<file path="src/rtl/mux_scan_pkg.sv">
// Shared types and helpers for the mux_scan channel selector.
package mux_scan_pkg;

    typedef enum logic [1:0] {
        IDLE  = 2'd0,
        SCAN  = 2'd1,
        DRAIN = 2'd2
    } state_e;

    // A single channel still needs a 1-bit index so the port list stays legal.
    function automatic int sel_width(input int n);
        return (n <= 1) ? 1 : $clog2(n);
    endfunction

endpackage

</file>
<file path="src/rtl/mux_scan_sel.sv">
// Combinational NUM_CH x WIDTH channel selector; err flags an index with no channel.
module mux_scan_sel
    import mux_scan_pkg::*;
#(
    parameter int NUM_CH = 8,
    parameter int WIDTH  = 1,
    parameter int SEL_W  = sel_width(NUM_CH)
) (
    input  logic [NUM_CH*WIDTH-1:0] in_data,
    input  logic [SEL_W-1:0]        sel,
    output logic [WIDTH-1:0]        data,
    output logic                    err
);

    // NOTE: defaults assigned first so every path drives both outputs (no latch).
    always_comb begin
        data = '0;
        err  = 1'b1;
        for (int k = 0; k < NUM_CH; k++) begin
            if (sel == SEL_W'(k)) begin
                data = in_data[k*WIDTH +: WIDTH];
                err  = 1'b0;
            end
        end
    end

endmodule

</file>
<file path="src/rtl/mux_scan.sv">
// Channel selector with direct and auto-scan modes feeding a one-entry valid/ready stage.
// Optional MUX_SCAN_PARITY_EN adds out_parity (XOR of the captured data).
module mux_scan
    import mux_scan_pkg::*;
#(
    parameter  int NUM_CH = 8,
    parameter  int WIDTH  = 1,
    localparam int SEL_W  = sel_width(NUM_CH)
) (
    input  logic                    clk,
    input  logic                    rst_n,
    input  logic [NUM_CH*WIDTH-1:0] in_data,
    input  logic [SEL_W-1:0]        sel_in,
    input  logic                    req,
    input  logic                    scan_start,
    input  logic                    scan_stop,
    output logic                    out_valid,
    input  logic                    out_ready,
    output logic [WIDTH-1:0]        out_data,
    output logic [SEL_W-1:0]        out_ch,
    output logic                    sel_err,
    output logic                    busy
`ifdef MUX_SCAN_PARITY_EN
    ,
    output logic                    out_parity
`endif
);

    state_e             state_q, state_d;
    logic [SEL_W-1:0]   scan_ptr_q, scan_ptr_d, scan_ptr_inc;
    logic               out_valid_q, out_valid_d;
    logic [WIDTH-1:0]   out_data_q, out_data_d;
    logic [SEL_W-1:0]   out_ch_q, out_ch_d;
    logic               sel_err_q, sel_err_d;
    logic               load_ok, cap_en;
    logic [SEL_W-1:0]   cap_sel;
    logic [WIDTH-1:0]   sel_data;
    logic               sel_bad;

    assign load_ok      = !out_valid_q || out_ready;
    assign scan_ptr_inc = (scan_ptr_q == SEL_W'(NUM_CH - 1)) ? '0 : scan_ptr_q + SEL_W'(1);

    mux_scan_sel #(
        .NUM_CH (NUM_CH),
        .WIDTH  (WIDTH),
        .SEL_W  (SEL_W)
    ) u_sel (
        .in_data (in_data),
        .sel     (cap_sel),
        .data    (sel_data),
        .err     (sel_bad)
    );

    // NOTE: sequential state uses non-blocking assignments only.
    always_ff @(posedge clk or negedge rst_n) begin
        if (!rst_n) begin
            state_q    <= IDLE;
            scan_ptr_q <= '0;
        end else begin
            state_q    <= state_d;
            scan_ptr_q <= scan_ptr_d;
        end
    end

    always_comb begin
        state_d    = state_q;
        scan_ptr_d = scan_ptr_q;
        case (state_q)
            IDLE: begin
                if (scan_start) begin
                    state_d    = SCAN;
                    scan_ptr_d = '0;
                end
            end
            SCAN: begin
                if (load_ok) scan_ptr_d = scan_ptr_inc;
                if (scan_stop) state_d = DRAIN;
            end
            DRAIN: begin
                // The held sample is the last one; leave once it is gone or going.
                if (load_ok) begin
                    state_d    = IDLE;
                    scan_ptr_d = '0;
                end
            end
            default: begin
                state_d    = IDLE;
                scan_ptr_d = '0;
            end
        endcase
    end

    always_comb begin
        cap_en  = 1'b0;
        cap_sel = sel_in;
        busy    = 1'b0;
        case (state_q)
            IDLE:  cap_en = req && load_ok && !scan_start;
            SCAN: begin
                cap_en  = load_ok;
                cap_sel = scan_ptr_q;
                busy    = 1'b1;
            end
            DRAIN: busy = 1'b1;
            default: ;
        endcase
    end

    always_comb begin
        out_valid_d = out_valid_q;
        out_data_d  = out_data_q;
        out_ch_d    = out_ch_q;
        sel_err_d   = sel_err_q;
        if (cap_en) begin
            out_valid_d = 1'b1;
            out_data_d  = sel_data;
            out_ch_d    = cap_sel;
            sel_err_d   = sel_bad;
        end else if (out_ready) begin
            out_valid_d = 1'b0;
        end
    end

    always_ff @(posedge clk or negedge rst_n) begin
        if (!rst_n) begin
            out_valid_q <= 1'b0;
            out_data_q  <= '0;
            out_ch_q    <= '0;
            sel_err_q   <= 1'b0;
        end else begin
            out_valid_q <= out_valid_d;
            out_data_q  <= out_data_d;
            out_ch_q    <= out_ch_d;
            sel_err_q   <= sel_err_d;
        end
    end

    assign out_valid = out_valid_q;
    assign out_data  = out_data_q;
    assign out_ch    = out_ch_q;
    assign sel_err   = sel_err_q;

`ifdef MUX_SCAN_PARITY_EN
    logic out_parity_q, out_parity_d;

    // sel_data is already zero for a bad index, so parity falls to 0 there.
    always_comb begin
        out_parity_d = out_parity_q;
        if (cap_en) out_parity_d = ^sel_data;
    end

    always_ff @(posedge clk or negedge rst_n) begin
        if (!rst_n) out_parity_q <= 1'b0;
        else        out_parity_q <= out_parity_d;
    end

    assign out_parity = out_parity_q;
`endif

endmodule

</file>
<file path="config.mk">
export PLATFORM = sky130hd
export DESIGN_NAME = mux_scan
export DESIGN_NICKNAME = d
export VERILOG_FILES = /design/src/rtl/mux_scan_pkg.sv /design/src/rtl/mux_scan_sel.sv /design/src/rtl/mux_scan.sv
export SDC_FILE = /design/constraint.sdc
export NUM_CORES = 1
export LEC_CHECK = 0
export ABC_CLOCK_PERIOD_IN_PS = 2100
export CAP_MARGIN = 20
export CORE_AREA = 2 2 44 46
export DETAILED_ROUTE_END_ITERATION = 7
export DIE_AREA = 0 0 46 48
export MAX_ROUTING_LAYER = met4
export PLACE_DENSITY = 0.75
export SETUP_SLACK_MARGIN = 0.05
export SYNTH_ARGS = -nofsm -noshare
export SYNTH_HDL_FRONTEND = slang
export SYNTH_SLANG_ARGS = --single-unit
</file>
<file path="constraint.sdc">
create_clock -name clk -period 2.1 [get_ports clk]
set_clock_uncertainty 0.1 [all_clocks]
set_input_delay 0.315 -clock clk [delete_from_list [all_inputs] [get_ports clk]]
set_output_delay 0.315 -clock clk [all_outputs]
set_load 0.03 [all_outputs]
</file>
# Word level (Yosys, flattened, before mapping)
# Index checks and enable logic that the tools add are counted.
# totals
input_bits,17
regBits,11
output_inout_bits,7
# classes
n_reduce_logical,11
n_mux,30
eq_ne,14
add_sub_neg,1
# op_table
cell,n
1-bit two-way mux,19
3-bit equality test (second input constant),5
3-bit two-way mux,5
3-bit case mux with 3 select lines,1
2-bit inequality test (second input constant),4
3-bit by 2-bit equality test with 1-bit output (second input constant),2
2-bit two-way mux,3
2-bit case mux with 3 select lines,1
3-bit AND reduction,2
3-bit by 1-bit adder with 3-bit output (second input constant),1
3-bit by 1-bit equality test with 1-bit output (second input constant),1
3-bit zero test,1
2-bit by 1-bit equality test with 1-bit output (second input constant),1
2-bit equality test (second input constant),1
1-bit logical AND,2
1-bit zero test,2
2-bit zero test,1
1-bit case mux with 2 select lines,1
2-bit nonzero test,1
2-bit OR reduction,1
1-bit logical OR,1

# Logic depth before layout (Yosys ltp)
# Gate-level depths: netlist of the first run.
# depth
depth_word,11
depth_mapped,7
mapped_depth_nobuf,6

# Hierarchy
# From an unflattened synthesis of the first run, not the netlist that was laid out.
# hier_totals
hier_cells,55
hier_area_um2,710.7
# modules_own_cells
mod,cells_per_inst,seq_area_each_um2,area_each_um2,instances
mux_scan,50,275.3,635.6,1
mux_scan_sel,5,0.0,75.1,1

# Worst setup path after synthesis of the first run
# OpenSTA, ideal clock, no wires.
# synth_timing
kind,register to register
from,register state_q[1]
to,register out_data_q (netlist: out_data)
setup_slack_ps,101
synth_period_minus_slack_ps,1999
n_path_buf,1
stages_incl_launch_ff,8
arrival_time_ps,1762
cell_sequence,dfrtp_1 > inv_1 > ha_1 > buf_6 > mux2i_1 > mux4_1 > mux2i_1 > o21ai_1
# synth_via
elab_chain_cells,11
# synth_lines
element,line_no,text
start: declaration,mux_scan.sv:29,"state_e state_q, state_d;"
start signal: assignment,mux_scan.sv:60,state_q <= state_d;
2-bit by 1-bit equality test with 1-bit output,mux_scan.sv:97,case (state_q)
3-bit two-way mux,mux_scan.sv:97,
3-bit zero test,mux_scan_sel.sv:20,if (sel == SEL_W'(k)) begin
1-bit two-way mux (8 in series),mux_scan_sel.sv:20,
end signal: assignment,mux_scan.sv:132,out_data_q <= out_data_d;
end: declaration,mux_scan.sv:32,"logic [WIDTH-1:0] out_data_q, out_data_d;"
# Several ways; a longest one is shown, not always the timed one.
# A chain may end at the register's enable or synchronous reset.

# Worst setup path after layout of the first run
# Ends and elaborated chain as after synthesis.

==> results by group, run 1 <==
Outcome
  • Status: completed

STA
  • Final hold vios: 0
  • RSZ-0062 raised after global routing: false
  • Setup violators final: 0
  • Setup TNS: 0 ps
  • Slew Viols, Final: 0
  • Peak Freq: roughly 0.52 GHz
  • Slew headroom: around two thirds
  • Worst Tran Pin Value: just under 500 ps
  • Clock period minus worst slack: 1910 ps
  • Final period util: 91.0%

Yosys
  • Yosys top cell area share: between 40% and 50%
  • Most common cell in the netlist: dfrtp_1
  • Mean Syn Cell Area: 10.6 µm²
  • Sequential share of the synthesized area: between 40 and 50%
  • EDFF count, synth: 0
  • Top cells by count, synth: dfrtp_1 (11), nand2_1 (10)
  • Fraction of registers with async set/reset: 100%
  • Most used flip-flop cell after synthesis: dfrtp_1
  • Cells after Synth: 58
  • YS warnings: 0
  • #FFs+latches synth: 11
  • Synth Net Count: 80
  • Synth top area cells: dfrtp_1 (45%), ha_1 (10%), mux4_1 (8.6%)
  • Synth area leader: dfrtp_1
  • Syn Std Cell Area: about 600 µm²
  • Yosys cell types: 17

Setup path
  • CP Max Fanout: 3
  • Setup crit end: out_data
  • FF-to-FF End: out_data
  • Reg-to-Reg Start: state_q[1]
  • CP peak stage delay: around 570 ps
  • WP data required: roughly 2200 ps
  • Buf+Inv Stages, Crit Path: 1
  • CP Launch Type: register
  • Worst reg-to-reg path cell count: 6
  • Critical Path Stages: 6
  • CP top delay family: multiplexers
  • Worst setup EP type: register
  • WS Path Type: reg2reg
  • CP max stage cell: mux4_1
  • Crit path from: state_q[1]
  • Worst EP arrival: ~2000 ps
  • Worst-path cell chain: inv_2, ha_4, mux2i_4, mux4_1, mux2i_1, o21ai_1
  • FF-to-FF setup slack: between 150 and 200 ps

Clock tree
  • Hold buffers post-CTS: 0
  • Clock Latency Late Sink: ~270 ps
  • Clock Sinks: 11
  • CTS tree: done
  • Cts bufs inserted: 3
  • Clock Path Buffers: 2
  • Worst-path clk slew: about 70 ps
  • Root buf cell: clkbuf_4
  • CTS H-tree lvls: 1

Power
  • VDD IR max: around 0.42 mV
  • Power Density: about 1300 mW/mm²
  • Static leakage: between 0.4 and 0.5 nW

Place
  • Buffers on Ports: 23
  • Inst Count DP: about 100
  • Placement-stage cell area: roughly 870 µm²
  • Final Wtd Congestion: ~0.73
  • Final HPWL DP: 1160 µm

Route
  • Met2 wire length: 781 µm
  • Routed length per instance: around 13 µm
  • Top Metal Used: met4
  • Vias per inst: roughly 5.0
  • Number of routed nets with antenna violations: 0
  • Total wire length: roughly 1400 µm
  • Met3 routed WL: about 33 µm
  • Via Count: 520
  • Residual DRC: 0
  • Initial DRC Count: 1
  • Met1 WL: roughly 520 µm
  • Drt pass-1 iters: 3

Floorplan
  • Core Area: between 0.0015 and 0.002 mm²
  • Die ar.: ~0.0022 mm²
  • IO Count: 24
  • Die W: ~46 µm
  • FP Rows: 15
  • DIE HEIGHT: around 48 µm
  • Initial Util: about 36%

Layout
  • Diodes inserted: 0
  • Layout Cells excl Fill: about 100
  • Area grow syn2layout: 49.8%
  • Share of cells above drive strength 1: about an eighth
  • Design Area, Final: just over 900 µm²
  • Nets: 109

Worst hold path
  • Worst Hold Class: in2async

Job
  • MaxCap Viol Count: 0

Global route
  • Gr usage total: around 16%
  • Largest net degree at the start of global routing: 12
  • Remaining Overflow, GRT: 0
  • Antenna violations before repair: 0
  • Vias in the first global route: 543
  • First-pass GRT wire length: 2350 µm
final cells by class:
type                       instances  area [µm²]
timing repair buffer              25         244
clock buffer                       4        26.3
inverter                           5        18.8
fill                             153         771
sequential                        11         275
tap                               17        21.3
multi-input combinational         41         333
per-layer routing:
metal  vias to the layer above  GRT usage [%]
met5                         -              -
met4                         0           12.0
met3                         4           1.13
met2                        13           30.3
met1                       246           15.9
li1                        257              -
per-stage QoR:
stage | utilization, % | power (mW) | worst slack, ps | hold WS (ps)
global placement | 51.4 | 1.03 | 103 | 364
floorplan | - | 0.812 | 101 | -80.6
detailed placement | 51.4 | 1.06 | 22.5 | 369
CTS | 53.1 | 1.20 | 67.9 | 296
global route | 54.4 | 1.34 | 81.0 | 304
finish | 54.4 | 1.23 | 189 | 273
what timing repair did:
action / 4_1_cts / 5_1_grt
buffers inserted: 0 / 0
endpoints found under the hold margin: 0 / 0
endpoints found under the setup margin: 2 / 1
resized for setup: 2 / 6
logic make-up after synthesis:
family / after synthesis / synth area share, %
adder cells (fa/ha/maj): 5 / 10.2
flip-flops: 11 / 44.9
AO/OA/AOI/OAI: 13 / 11.4
buffers and inverters: 6 / 4.90
multiplexers: 7 / 16.7
AND/OR/NAND/NOR: 16 / 11.8
how the worst min path moves through the flow:
stage,start,to,slack [ps],depth (start not counted)
5_1_grt,rst_n,sel_err,300,1
4_1_cts,rst_n,out_ch[0],300,1
3_5_place_dp,out_ch[2],out_ch[2],370,2
3_3_place_gp,out_ch[2],out_ch[2],360,2
6_report,rst_n,out_ch[0],270,1
2_1_floorplan,rst_n,out_ch[0],-80,0
state kept, by name (all words and copies together) (netlist names):
name / cells
out_ch: 3
out_data: 1
out_valid: 1
scan_ptr_q: 3
sel_err: 1
state_q: 2
cell usage in the layout (no fill, tap or decap):
cell type,count
clkdlybuf4s50_1,22
dfrtp_1,11
nand2_1,10
o21ai_0,5
inv_1,4
o21ai_1,4
ha_1,4
mux2i_1,3
clkbuf_4,3
nor2_1,2
a21oi_1,2
buf_4,2
inv_2,1
and3b_1,1
nand2b_1,1
mux2i_4,1
mux2i_2,1
mux4_2,1
mux4_1,1
and2_1,1
o22ai_1,1
or3_1,1
o22a_1,1
ha_4,1
clkbuf_1,1
dlygate4sd2_1,1
where the power goes:
part           leakage [nW]  switching, mW  internal [mW]  total, mW
combinational         0.257          0.394          0.332      0.726
clock                0.0150         0.0723         0.0735      0.146
sequential            0.141         0.0624          0.296      0.359
total                 0.413          0.529          0.702       1.23
Power figures use the tool's default switching activity.
==> run 2, diff against run 1 <==
Settings changed: ABC_CLOCK_PERIOD_IN_PS 2100 to 2200, CORE_AREA 2 2 44 46 to 2 2 41 43, DIE_AREA 0 0 46 48 to 0 0 43 45, PLACE_DENSITY 0.75 to 0.82.
Clock period 2.1 ns to 2.2 ns, I/O delays scaled along.
==> results by group, run 2 (synthesis gave the netlist of run 1 again) <==
Floorplan
  • Core Area: between 0.001 and 0.0015 mm²
  • Die W: roughly 43 µm
  • FP Rows: 14
  • IO Count: 24
  • Die ar.: a little under 0.002 mm²
  • Initial Util: between 40% and 50%
  • DIE HEIGHT: roughly 45 µm

Setup path
  • Worst EP arrival: ~1700 ps
  • Crit path from: state_q[1]
  • WS Path Type: reg2out
  • FF-to-FF setup slack: 180 ps
  • FF-to-FF End: out_data
  • Reg-to-Reg Start: state_q[1]
  • Worst setup EP type: output pin
  • CP Launch Type: register
  • Worst reg-to-reg path cell count: 6
  • WP data required: around 1800 ps
  • CP Max Fanout: 3

Clock tree
  • Root buf cell: clkbuf_4
  • Worst-path clk slew: around 70 ps
  • Clock Sinks: 11
  • CTS tree: done
  • Hold buffers post-CTS: 0
  • Clock Path Buffers: 2
  • CTS H-tree lvls: 1
  • Clock Latency Late Sink: around 260 ps
  • Cts bufs inserted: 3

Layout
  • Diodes inserted: 0
  • Most frequent cells in the layout: clkdlybuf4s50_1 (23), dfrtp_1 (11), nand2_1 (10)
  • Share of cells above drive strength 1: between 8 and 9%
  • Commonest non-fill, non-tap cell in the layout: clkdlybuf4s50_1
  • Area grow syn2layout: 46.5%
  • Layout Cells excl Fill: 102
  • Final core occ: 61.1%
  • Nets: ~110
  • Fillers: 141
  • Design Area, Final: approximately 900 µm²

Place
  • Placement-stage cell area: 867 µm²
  • Buffers on Ports: 23
  • Post-Place Worst Slack: 159 ps
  • Final HPWL DP: about 1100 µm
  • Final Wtd Congestion: 0.723
  • Inst Count DP: just under 100

Global route
  • Largest net degree at the start of global routing: 12
  • Gr usage total: between 10% and 20%
  • First-pass GRT wire length: about 2400 µm
  • Vias in the first global route: 570
  • Antenna violations before repair: 0
  • Remaining Overflow, GRT: 0

Job
  • MaxCap Viol Count: 0

STA
  • Clock period minus worst slack: approximately 2100 ps
  • Peak Freq: about 0.48 GHz
  • Final period util: 94.6%
  • Slew Viols, Final: 0
  • Final hold vios: 0
  • Worst Tran Pin Value: slightly below 500 ps
  • RSZ-0062 raised after global routing: false
  • Setup TNS: 0 ps
  • Setup violators final: 0
  • Hold Slack: 294 ps
  • Slew headroom: between 60 and 70%
  • Setup WS post-layout: 118 ps

Route
  • Via Count: roughly 500
  • Total wire length: between 1000 and 1500 µm
  • Routed length per instance: approximately 13 µm
  • Drt pass-1 iters: 2
  • Residual DRC: 0
  • Vias per inst: 5.01
  • Number of routed nets with antenna violations: 0
  • Initial DRC Count: 2

Power
  • Power Density: ~1300 mW/mm²
  • Static leakage: ~0.42 nW
  • Overall Power: roughly 1.1 mW
  • VDD IR max: ~0.64 mV

Outcome
  • Status: completed

Worst hold path
  • Worst Hold Class: in2async
==> run 2: cell count changes in the layout (fill, tap and decap cells not counted), sizes merged <==
cell and change:
dlygate4sd2 -1, clkbuf -1, clkdlybuf4s50 +1, clkinv +1
==> run 2: cell type report <==
| type | count | area, µm² | area share [%] |
|---|---|---|---|
| Sequential cell | 11 | 275 | 30.6 |
| Clock inverter | 1 | 5.00 | 0.557 |
| Clock buffer | 3 | 22.5 | 2.51 |
| Timing Repair Buffer | 25 | 245 | 27.3 |
| Multi-Input combinational cell | 41 | 312 | 34.7 |
| Tap cell | 16 | 20.0 | 2.23 |
| Inverter | 5 | 18.8 | 2.09 |
==> run 2: worst max-delay path: stages (launching register included) <==
cell             delay, ps
dfrtp_1                370
inv_1                   70
ha_1                   290
clkdlybuf4s50_1        660
==> run 2: worst max path at each step <==
| stage | endpoint | slack [ps] | cells past startpoint |
|---|---|---|---|
| after floorplan | out_data | 200 | 7 |
| after global placement | out_data | 220 | 5 |
| after detailed placement | out_data | 160 | 5 |
| after CTS | busy | 100 | 3 |
| after global routing | busy | 60 | 3 |
| final | busy | 120 | 3 |
==> run 2: layer usage <==
layer	wire (µm)	global-route usage, %
met2	687	33.6
met1	527	18.2
met4	19	5.45
met3	72	3.60
met5	0	-
==> run 2: timing repair <==
action	in CTS	in global routing
endpoints found under the setup margin	0	1
setup buffers	0	0
resized for setup	0	1
==> run 2: power breakdown <==
part / internal [mW] / leakage, nW / switching [mW] / total [mW]
Sequential: 0.283 / 0.141 / 0.0522 / 0.335
Clock: 0.0670 / 0.0177 / 0.0660 / 0.133
Combinational: 0.304 / 0.259 / 0.369 / 0.673
Total: 0.654 / 0.417 / 0.487 / 1.14
==> run 3, diff against run 2 <==
Settings changed: GPL_TIMING_DRIVEN set to 1.
==> results of run 3 <==
No change in the layout: final DEF, timing and power equal those of run 2.
==> RTL edit 1, RTL diff (flow settings as in run 2) <==
The option `MUX_SCAN_PARITY_EN` is turned on by a define.
--- a/src/rtl/mux_scan.sv
+++ b/src/rtl/mux_scan.sv
@@ -1,4 +1,6 @@
 // Channel selector with direct and auto-scan modes feeding a one-entry valid/ready stage.
 // Optional MUX_SCAN_PARITY_EN adds out_parity (XOR of the captured data).
+`define MUX_SCAN_PARITY_EN
+
 module mux_scan
     import mux_scan_pkg::*;
Formal check against the unedited RTL (old outputs only; new: out_parity): equivalent (equiv_simple and equiv_induct, registers matched by name and starting in step).
==> RTL edit 1 against run 2 <==
  * Power grew 0.85%
  * Count of clock-buffer cells in the layout grew 1
  * Sequential share of layout area shrank 0.71 points
  * Routed wire length shrank 3.9%
  * Final cell count grew 0.98%
  * Worst setup slack gained 35 ps
  * Sequential cell count is the same
  * Final area grew 2.4%
  * Area after synthesis grew 4.5%
  * Maximum frequency grew 1.7%
  * Non-clock buffer count grew 1
  * Critical path type unchanged
  * Largest cell class unchanged
  * Largest power group unchanged
==> RTL edit 1: results (changes against run 2) <==
stage	metric	value	unit	change
synth	post-synthesis mux area share	16.80	%	+0.062 points
synth	register area share after synthesis	42.97	%	-1.9 points
power	maximum vdd drop	0.7159	mV	+12%
power	leakage power	0.4272	nW	+2.4%
status	status	finished, final reports clean		
global_route	first-pass GRT wire length	2.111	mm	-12%
synth	Post-synth top cells	dfrtp_1 (11), nand2_1 (9), ha_1 (5), o21ai_1 (5)		
placed_design	GP Congestion	0.8232		+14%
placed_design	Inst Count DP	99		+1.0%
timing	Fmax	488.6	MHz	+1.7%
critical_path	reg-to-reg slack, setup	240	ps	+60 ps
drt	first drt pass iteration count	4		+2
global_route	met3 usage	7.600	%	+4.0 points
placed_design	Port Buffer Count	24		+4.3%
drt	DR WL met2	635	microns	-7.6%
global_route	met2 usage	27.58	%	-6.1 points
synth	Synth Area in Adders	9.766	%	-0.44 points
placed_design	Placed Area	893.4	sq um	+3.0%
global_route	met1 Track Usage GR	16.15	%	-2.0 points
critical_path	Setup crit end	busy		
global_route	gr usage total	16.04	%	-1.6 points
critical_path	Critical Path AT	1620	ps	-30 ps
placed_design	Setup WS pre-CTS	196.7	ps	+37.23 ps
drt	Post-Route WL	1.255	mm	-3.9%
cts	H-tree lvl count	1		unchanged
synth	Most used DFF post-synth	dfrtp_1		
synth	syn nets	82		+2.5%
drt	first-iteration detailed-routing DRC count	12		+10
cells_and_area	Layout Cells excl Fill	103		+0.98%
global_route	vias in the first global route	500		-12%
critical_path	R2R Path End	out_parity$_DFFE_PN0P_		
critical_path	CP startpoint	state_q[0]$_DFFE_PN0P_		
synth	Yosys cell types	23		+6
timing	Least-Margin Pin Slew	491.3	ps	+4.517 ps
drt	DR vias	519		+1.6%
synth	compound-gate portion of the synthesized area	13.87	%	+2.4 points
drt	WL met3	86	microns	+19%
-- RTL edit 1: changes by cell type in the layout (fill, tap and decap cells not counted), sizes merged, moves of 2 or more --
cell / run 2 / this run
nor2b: 0 / 2
o21ai: 9 / 7
a21o: 0 / 2
a22oi: 0 / 2
inv: 5 / 3
-- RTL edit 1: power breakdown --
part	internal [mW]	total (mW)	switching [mW]	leakage, nW
combinational	0.318	0.690	0.372	0.271
clock	0.0701	0.132	0.0620	0.0150
sequential	0.278	0.329	0.0503	0.141
total	0.667	1.15	0.484	0.427
-- RTL edit 1: area by class of cell --
class | count | area [sq um]
Clock buffer | 4 | 26.28
Fill cell | 130 | 551.8
Inverter | 3 | 11.26
Multi-Input combinational cell | 43 | 331.6
Sequential cell | 11 | 275.3
Tap cell | 16 | 20.02
Timing Repair Buffer | 26 | 255.2
-- RTL edit 1: critical path, cell delays in order, from the launching register on --
cell,delay [ps]
dfrtp_1,370
inv_1,70
ha_1,270
clkdlybuf4s50_1,660
==> RTL edit 2, RTL diff (config.mk and constraints of run 2) <==
Made on the original files. Register the output `sel_err` once more, with the module's reset; this adds one clock of latency there. The other outputs are not delayed to match.
--- a/src/rtl/mux_scan.sv
+++ b/src/rtl/mux_scan.sv
@@ -139,5 +139,11 @@
     assign out_data  = out_data_q;
     assign out_ch    = out_ch_q;
-    assign sel_err   = sel_err_q;
+    always_ff @(posedge clk or negedge rst_n) begin
+        if (!rst_n) begin
+            sel_err <= '0;
+        end else begin
+            sel_err <= sel_err_q;
+        end
+    end
 
 `ifdef MUX_SCAN_PARITY_EN
Function: same outputs for any inputs over 10 cycles, from zero or initial values and one cycle with rst_n low; that may be too few to reach the edited logic, so the function may still have changed.
==> RTL edit 2 against run 2 <==
  * Global-route usage down 0.53 points
  * Sequential cell count grew 1
  * Worst hold slack got worse by 9.2 ps
  * Routed wire length up 5.9%
  * Largest cell class unchanged
  * Area after synthesis grew 4.1%
  * Worst setup slack improved by 17 ps
  * Power grew 4.4%
  * Final area is 3.6% higher
==> RTL edit 2: results (changes against run 2) <==
stage	metric	value	unit	change
status	status	finished, final reports clean		
timing	Least-Margin Pin Slew	551.8	ps	+64.95 ps
synth	Most used DFF post-synth	dfrtp_1		
global_route	gr usage total	17.08	%	-0.53 points
synth	syn nets	81		+1.3%
critical_path	crit-path max FO	3		unchanged
placed_design	HPWL Detailed	1.082	mm	-0.90%
cts	Clk Latency, worst-skew pair	280	ps	+20 ps
drt	DR WL met2	717	microns	+4.4%
cts	H-tree lvl count	1		unchanged
power	P per Cell Area	1280	nW/um^2	+0.75%
critical_path	Crit-path slowest cell	mux4_1		
drt	first-iteration detailed-routing DRC count	8		+6
power	P_seq	0.348	mW	+4%
critical_path	start of the worst register-to-register path	state_q[1]$_DFFE_PN0P_		
synth	top post-synthesis cells by area	dfrtp_1 (47%), ha_1 (9.8%), mux4_1 (8.2%), mux2i_1 (7.8%), nand2_1 (5.9%)		
drt	first drt pass iteration count	5		+3
drt	WL met3	65	microns	-9.7%
global_route	met1 Track Usage GR	20.46	%	+2.3 points
cells_and_area	Filler cells	117		-17%
cells_and_area	Antenna Cells	0		unchanged
global_route	initial antenna violation count	0		unchanged
global_route	vias in the first global route	499		-12%
power	maximum vdd drop	0.5676	mV	-12%
critical_path	Reg2Reg Depth	6		unchanged
cts	Post-CTS Repair Setup Buffers	0		unchanged
worst_hold_path	HP Class	flop to flop		
cts	clock buffer depth	2		unchanged
global_route	first-pass GRT wire length	2.325	mm	-3.4%
synth	Synth Area in Adders	9.804	%	-0.40 points
critical_path	largest stage delay on the critical path	600	ps	-60 ps
critical_path	cell family with most CP delay	multiplexers		
placed_design	GP Congestion	0.8004		+11%
cts	CTS root buffer	clkbuf_4		
cells_and_area	proportion of layout cells with a drive suffix above 1	6.897	%	-1.2 points
power	Psw	0.4967	mW	+2.0%
synth	post-synthesis mux area share	16.08	%	-0.66 points
critical_path	Setup crit end	out_data$_DFFE_PN0P_		
worst_hold_path	hold worst-path end	sel_err$_DFF_PN0_		
synth	register area share after synthesis	47.06	%	+2.2 points
critical_path	Worst setup SP type	flop		
synth	compound-gate portion of the synthesized area	10.98	%	-0.45 points
critical_path	Critical Path AT	2140	ps	+490 ps
drt	DR vias	538		+5.3%
timing	Fmax	484.3	MHz	+0.83%
global_route	largest net degree at the start of global routing	13		+1
cells_and_area	fin nets	110		+0.92%
global_route	met2 usage	27.58	%	-6.1 points
drt	Met1 Wirelength	590	microns	+12%
synth	Post-synth top cells	dfrtp_1 (12), nand2_1 (10)		
global_route	met3 usage	4.800	%	+1.2 points
placed_design	Setup WS pre-CTS	121.6	ps	-37.89 ps
drt	Post-Route WL	1.383	mm	+5.9%
power	leakage power	0.4443	nW	+6.4%
critical_path	reg-to-reg slack, setup	140	ps	-40 ps
placed_design	Port Buffer Count	23		unchanged
power	Clock power frac	15.3	%	+3.6 points
drt	Max Used Layer	met4		
==> RTL edit 2: changes by cell type after synthesis, sizes merged <==
| cell | run 2 | this run |
|---|---|---|
| dfrtp | 11 | 12 |
==> RTL edit 2: stage by stage <==
| stage | area (sq um) | hold slack (ps) | cells |
|---|---|---|---|
| detailed placement | 892.1 | 272.5 | 99 |
| global route | 930.9 | 301.9 | 103 |
| global placement | 892.1 | 257.3 | 99 |
| floorplan | 638.1 | -65.59 | 59 |
| finish | 930.9 | 285.2 | 103 |
| CTS | 928.4 | 290.6 | 103 |
==> RTL edit 2: cell type report <==
class / count / area [sq um] / area share (%)
Inverter: 5 / 18.77 / 2.016
Tap cell: 16 / 20.02 / 2.151
Multi-Input combinational cell: 41 / 307.8 / 33.06
Sequential cell: 12 / 300.3 / 32.26
Clock buffer: 4 / 36.28 / 3.898
Timing Repair Buffer: 25 / 247.7 / 26.61
